[config.mk]
export PLATFORM = sky130hd
export DESIGN_NAME = mux_bist
export DESIGN_NICKNAME = d
export VERILOG_FILES = /design/src/rtl/mux_bist_pkg.sv /design/src/rtl/mux2_gate.sv /design/src/rtl/mux_bist.sv
export SDC_FILE = /design/constraint.sdc
export NUM_CORES = 1
export LEC_CHECK = 0
export ABC_AREA = 1
export CAP_MARGIN = 20
export CORE_MARGIN = 2
export CORE_UTILIZATION = 40
export DETAILED_ROUTE_END_ITERATION = 12
export GPL_TIMING_DRIVEN = 1
export PLACE_DENSITY = 0.67
export SYNTH_ARGS = -nofsm -noshare
export SYNTH_HDL_FRONTEND = slang
export SYNTH_SLANG_ARGS = --single-unit
[constraint.sdc]
create_clock -name clk -period 3.1 [get_ports clk]
set_clock_uncertainty 0.1 [all_clocks]
set_input_delay 0.465 -clock clk [delete_from_list [all_inputs] [get_ports clk]]
set_output_delay 0.465 -clock clk [all_outputs]
set_load 0.01 [all_outputs]
[src/rtl/mux_bist_pkg.sv]
`default_nettype none
// ============================================================================
//  Module      : mux_bist_pkg
//  Description : Shared types, constants and the data-pattern generator for
//                the mux built-in self-test engine.
//  Revision    : 1.0 - initial release
// ============================================================================
package mux_bist_pkg;

    // Width of the mismatch counter.
    localparam int ERRW = 16;

    // Engine states.
    typedef enum logic [1:0] {
        IDLE  = 2'd0,
        APPLY = 2'd1,
        CHECK = 2'd2,
        DONE  = 2'd3
    } state_t;

    // (pat*(2*idx+1) + idx) mod 2^width, computed at 32 bits then masked.
    // The caller truncates the result to its own data width.
    function automatic logic [31:0] pattern_word(input int unsigned pat,
                                                 input int unsigned idx,
                                                 input int unsigned width);
        logic [31:0] full;
        logic [31:0] mask;
        full = 32'(pat * (2 * idx + 1) + idx);
        mask = (width >= 32) ? 32'hFFFF_FFFF : ((32'd1 << width) - 32'd1);
        return full & mask;
    endfunction

endpackage
`default_nettype wire

[src/rtl/mux2_gate.sv]
`default_nettype none
// ============================================================================
//  Module      : mux2_gate
//  Description : W-bit 2:1 multiplexer built from not/and/or primitives.
//                z = s ? b : a
//  Revision    : 1.0 - initial release
// ============================================================================
module mux2_gate #(
    parameter int WIDTH = 1
) (
    input  logic [WIDTH-1:0] a,
    input  logic [WIDTH-1:0] b,
    input  logic             s,
    output wire  [WIDTH-1:0] z
);

    wire w_s_n;

    not u_not_s (w_s_n, s);

    // One and-or pair per data bit; the inverted select is shared.
    for (genvar k = 0; k < WIDTH; k++) begin : g_bit
        wire w_a_term;
        wire w_b_term;
        and u_and_a (w_a_term, a[k], w_s_n);
        and u_and_b (w_b_term, b[k], s);
        or  u_or_z  (z[k], w_a_term, w_b_term);
    end

endmodule
`default_nettype wire

[src/rtl/mux_bist.sv]
`default_nettype none
// ============================================================================
//  Module      : mux_bist
//  Description : N-channel W-bit gate-level mux tree with a clocked
//                self-test engine that sweeps every select value against a
//                set of deterministic data patterns and reports the result.
//  Revision    : 1.0 - initial release
// ============================================================================
module mux_bist
    import mux_bist_pkg::*;
#(
    parameter int  WIDTH    = 4,
    parameter int  CHANNELS = 4,
    parameter int  PATTERNS = 16,
    localparam int SELW     = $clog2(CHANNELS),
    localparam int PATW     = $clog2(PATTERNS)
) (
    input  logic            clk,
    input  logic            rst_n,
    input  logic            start,
    input  logic            fault_inj,
    output logic            busy,
    output logic            done,
    output logic            pass,
    output logic [ERRW-1:0] err_count,
    output logic            fail_valid,
    output logic [SELW-1:0] first_fail_sel,
    output logic [PATW-1:0] first_fail_pat
);

    state_t           r_state;
    state_t           w_state_next;
    logic [SELW-1:0]  r_sel;
    logic [PATW-1:0]  r_pat;
    logic [WIDTH-1:0] r_mux_q;
    logic [ERRW-1:0]  r_err_count;
    logic             r_fail_valid;
    logic [SELW-1:0]  r_first_sel;
    logic [PATW-1:0]  r_first_pat;
    logic             r_busy;
    logic             r_done;

    logic [WIDTH-1:0] w_data [CHANNELS];
    logic [WIDTH-1:0] w_mux_out;
    logic [WIDTH-1:0] w_expected;
    logic [WIDTH-1:0] w_observed;
    logic             w_mismatch;
    logic             w_last_vec;
    logic             w_launch;

    // Channel stimulus for the current pattern index.
    always_comb begin
        for (int i = 0; i < CHANNELS; i++) begin
            w_data[i] = WIDTH'(pattern_word(32'(r_pat), i, WIDTH));
        end
    end

    // Mux tree: level 0 is the root, level SELW-1 reads the channel data.
    // Level l has 2^l nodes and is steered by sel bit SELW-1-l, so sel's
    // LSB picks between adjacent channels at the leaves.
    for (genvar l = 0; l < SELW; l++) begin : g_lvl
        wire [WIDTH-1:0] w_out [2**l];
        for (genvar j = 0; j < 2**l; j++) begin : g_node
            if (l == SELW - 1) begin : g_leaf
                mux2_gate #(.WIDTH(WIDTH)) u_mux (
                    .a (w_data[2*j]),
                    .b (w_data[2*j+1]),
                    .s (r_sel[SELW-1-l]),
                    .z (w_out[j])
                );
            end else begin : g_inner
                mux2_gate #(.WIDTH(WIDTH)) u_mux (
                    .a (g_lvl[l+1].w_out[2*j]),
                    .b (g_lvl[l+1].w_out[2*j+1]),
                    .s (r_sel[SELW-1-l]),
                    .z (w_out[j])
                );
            end
        end
    end

    assign w_mux_out = g_lvl[0].w_out[0];

    // Reference value computed directly from the indices, not via the tree.
    assign w_expected = WIDTH'(pattern_word(32'(r_pat), 32'(r_sel), WIDTH));
    assign w_observed = r_mux_q ^ WIDTH'(fault_inj);
    assign w_mismatch = (w_observed != w_expected);
    assign w_last_vec = (&r_sel) && (&r_pat);
    assign w_launch   = ((r_state == IDLE) || (r_state == DONE)) && start;

    // State register plus registered status flags decoded from next state.
    always_ff @(posedge clk) begin
        if (!rst_n) begin
            r_state <= IDLE;
            r_busy  <= 1'b0;
            r_done  <= 1'b0;
        end else begin
            r_state <= w_state_next;
            r_busy  <= (w_state_next == APPLY) || (w_state_next == CHECK);
            r_done  <= (w_state_next == DONE);
        end
    end

    // Next-state logic; start is only honoured in IDLE and DONE.
    always_comb begin
        w_state_next = r_state;
        case (r_state)
            IDLE:    if (start) w_state_next = APPLY;
            APPLY:   w_state_next = CHECK;
            CHECK:   w_state_next = w_last_vec ? DONE : APPLY;
            DONE:    if (start) w_state_next = APPLY;
            default: w_state_next = IDLE;
        endcase
    end

    // Sweep indices, captured mux output, mismatch counter and first-fail log.
    always_ff @(posedge clk) begin
        if (!rst_n) begin
            r_sel        <= '0;
            r_pat        <= '0;
            r_mux_q      <= '0;
            r_err_count  <= '0;
            r_fail_valid <= 1'b0;
            r_first_sel  <= '0;
            r_first_pat  <= '0;
        end else begin
            if (w_launch) begin
                r_sel        <= '0;
                r_pat        <= '0;
                r_err_count  <= '0;
                r_fail_valid <= 1'b0;
                r_first_sel  <= '0;
                r_first_pat  <= '0;
            end
            if (r_state == APPLY) begin
                r_mux_q <= w_mux_out;
            end
            if (r_state == CHECK) begin
                if (w_mismatch) begin
                    if (r_err_count != '1) begin
                        r_err_count <= r_err_count + 1'b1;
                    end
                    if (!r_fail_valid) begin
                        r_fail_valid <= 1'b1;
                        r_first_sel  <= r_sel;
                        r_first_pat  <= r_pat;
                    end
                end
                if (!w_last_vec) begin
                    r_pat <= r_pat + 1'b1;
                    if (&r_pat) begin
                        r_sel <= r_sel + 1'b1;
                    end
                end
            end
        end
    end

    assign busy           = r_busy;
    assign done           = r_done;
    assign pass           = r_done && (r_err_count == '0);
    assign err_count      = r_err_count;
    assign fail_valid     = r_fail_valid;
    assign first_fail_sel = r_first_sel;
    assign first_fail_pat = r_first_pat;

endmodule
`default_nettype wire

==> flow_metrics.py, run 1 <==
metrics = {
    "min_path": {
        "hold_path_class": "reg2reg",
        "holdPathEnd": "r_mux_q[1]",
        "hold_start": "r_mux_q[1]",
        "worstHoldPathCells": 2,
    },
    "sta": {
        "period_minus_slack_ns": 2.94,
        "max_slew_margin_pct": 58.4,
        "finalHoldViolCount": 0,
        "period_share_pct": 94.9,
        "setup_slack_ns": 0.158,
        "setup_viol": 0,
        "max_freq_mhz": 340,
        "worstMarginPinSlew_ns": 0.620,
        "finalSetupTns_ns": 0,
        "slew_violations": 0,
    },
    "clocking": {
        "clk_pin_slew_ns": 0.08,
        "cts_tree": "built",
        "clockRootBuffer": "clkbuf_8",
        "cts.hold.buffers_added": 0,
        "cts_max_level": 2,
        "clock_sinks": 37,
        "clockBufferDepth": 2,
        "clock_latency_ns": 0.30,
        "cts_made_buffers": 5,
    },
    "logic_synthesis": {
        "async_flop_share_pct": 0,
        "synth_largest_area_cell": "dfxtp_1",
        "synthAdderAreaFrac_pct": 10.8,
        "synth-compound-area-share_pct": 9.21,
        "synth_area_leaders": "dfxtp_1 24%, nand2_1 17%, ha_1 8.8%",
        "ys_types": 36,
        "synth-seq-cells": 37,
        "synthesis.area_um2": 3110,
        "synth-simple-area-share_pct": 38.4,
        "syn_inst": 484,
        "synthesis.nets": 513,
        "ys_seq_area_share_pct": 23.8,
        "synth_mux_area_share_pct": 0,
        "avgSynthCellArea_um2": 6.43,
        "synth_top_family_by_area": "simple AND/OR/NAND/NOR gates",
        "synth_top_area_share_pct": 23.8,
        "synth_xor_area_share_pct": 5.35,
        "yosysWarnings": 0,
        "synthFlopType": "dfxtp_1",
        "synth_edf_count": 0,
    },
    "drt": {
        "avgViaCountPerCell": 5.05,
        "totalWireLength_um": 8030,
        "firstDrtPassIters": 5,
        "num_vias": 3131,
        "drt-initial-drc-count": 158,
        "drc": 0,
        "wire_per_inst_um": 12.9,
        "ant_nets": 0,
    },
    "placement": {
        "portBuffers": 29,
        "dp.final_hpwl_um": 5870,
        "place_ws_ns": 0.142,
        "routabilityCongestion": 0.898,
    },
    "worst_setup_path": {
        "r2r_cells": 14,
        "worst_ep_arrival_time_ns": 3.04,
        "r2r_slack_ns": 0.16,
        "crit_required_ns": 3.20,
        "crit_path_frequent_cell": "ha_1",
        "critPathTopFamily": "adder cells",
        "reg2reg_to": "first_fail_pat[3]",
        "startpoint_type": "flip-flop",
        "slowest_stage": "ha_1",
        "max_stage_delay_ns": 0.38,
        "timing.rr.start": "r_pat[0]",
        "setup.worst_path.end_class": "flip-flop",
        "cp_cell_sequence": "ha_1 > ha_1 > ha_1 > ha_1 > xnor2_1 > nand2_1 > nand3_1 > nor2_4 > nand3_4 > buf_12 > nand2_1 > nand3_1 > nand2_1 > inv_1",
        "cp_num_buf_inv": 2,
        "cp_max_fo": 12,
        "crit_type": "reg2reg",
    },
    "global_routing": {
        "grt_pass1_vias": 2826,
        "grt_pass1_wl_um": 13200,
        "antenna_found_initial": 0,
        "overflow": 0,
        "grt_max_degree": 23,
        "grt.total_usage_pct": 19.3,
    },
    "die": {
        "start_util_pct": 40.7,
        "die_w_um": 92.2,
        "die_h_um": 92.2,
        "fp-row-count": 32,
        "io_pins": 30,
        "core_um2": 7650,
        "die_area_um2": 8500,
    },
    "final_layout": {
        "num_antenna_cells": 0,
        "syn2layout_area_growth_pct": 17.7,
        "mostFrequentLayoutCells": "139 x nand2_1, 66 x inv_1, 41 x nand3_1",
        "drive_gt1_share_pct": 10.6,
        "nets": 546,
        "final_common_cell": "nand2_1",
    },
    "power_and_ir_drop": {
        "p_leak_nw": 1.73,
        "vdd_ir_drop_max_mv": 0.235,
        "powerDensity_nw_per_um2": 504,
    },
    "run_status": {
        "status": "finished clean",
    },
    "job": {
        "cap_violations": 0,
    },
}
-- flip-flops by register name, summed over array words and instances (netlist names), 2 cells and up --
signal,count
err_count,16
first_fail_pat,4
r_mux_q,4
r_pat,4
first_fail_sel,2
r_sel,2
r_state,2
-- synth_stat cells (4+ instances only) --
library cell / count
dfxtp_1: 37
nand2_2: 13
xnor2_1: 7
buf_4: 4
clkbuf_1: 4
inv_1: 66
inv_2: 5
a21oi_2: 6
buf_6: 4
nor2_1: 39
nand4_1: 17
ha_1: 22
xor2_1: 12
o21ai_0: 15
nand3_1: 41
nand2_1: 139
a21oi_1: 18
o211ai_1: 4
nor3_1: 6
-- worst min-delay path, delay by kind of cell, from the launching register on --
kind               cells  cell delay [ns]
DFF                    1             0.33
AOI/OAI and AO/OA      1             0.05
and+or+nand+nor        1             0.07
-- where the power goes --
| group | total [mW] | internal [mW] | switching, mW |
|---|---|---|---|
| Clock | 0.441 | 0.241 | 0.200 |
| Combinational | 0.800 | 0.322 | 0.478 |
| Sequential | 0.606 | 0.543 | 0.0633 |
| Total | 1.85 | 1.11 | 0.741 |
-- repair_timing --
item | 4_1_cts | 5_1_grt
hold endpoints to repair | 0 | 0
setup buffers | 0 | 2
endpoints found under the setup margin | 0 | 14
resized for setup | 0 | 2
-- kinds of logic (layout without fill, tap and decap cells) --
| family | after synthesis | in the layout |
|---|---|---|
| AOI/OAI and AO/OA | 48 | 48 |
| and+or+nand+nor | 265 | 266 |
| xor gates and xnor gates | 19 | 19 |
| adders and majority gates | 25 | 25 |
| buffers and inverters | 90 | 123 |
| DFF | 37 | 37 |
-- how the worst max path moves through the flow --
stage          startpoint                end  slack (ns)  cells after the start
2_1_floorplan    r_sel[0]       err_count[4]        0.25                     17
3_3_place_gp     r_sel[0]       err_count[4]        0.25                     12
3_5_place_dp     r_pat[0]       err_count[7]        0.14                     14
4_1_cts          r_pat[0]       err_count[7]        0.12                     14
5_1_grt          r_pat[0]  first_fail_pat[3]       -0.01                     14
6_report         r_pat[0]  first_fail_pat[3]        0.16                     14
-- per-layer routing --
layer / routed length, um / global-route usage (%)
met1: 3750 / 26.1
met2: 3730 / 32.2
met3: 480 / 3.29
met4: 74 / 4.35
met5: 0 / 0
-- final cells by class --
type                            instances  area [um^2]
Timing Repair Buffer                   41          393
Fill cell                             793         3990
Clock buffer                            5         68.8
Multi-Input combinational cell        358         2010
Tap cell                              102          128
Clock inverter                          3         46.3
Sequential cell                        37          741
Inverter                               74          278
-- stage by stage --
step | std cells | instance area, um^2 | util [%] | power, mW | hold WS, ns
after global routing | 620 | 3660 | 47.9 | 1.98 | 0.418
after CTS | 617 | 3610 | 47.2 | 1.78 | 0.394
final | 620 | 3660 | 47.9 | 1.85 | 0.392
after floorplan | 484 | 3110 | - | 1.13 | 0.356
after global placement | 609 | 3500 | 45.7 | 1.33 | 0.388
after detailed placement | 609 | 3500 | 45.7 | 1.34 | 0.381
Power figures use the tool's default switching activity.
==> run 2: changes to the inputs <==
- GPL_TIMING_DRIVEN: 1 -> default
==> results of run 2 <==
No change in the layout: final DEF, timing and power equal those of run 1.
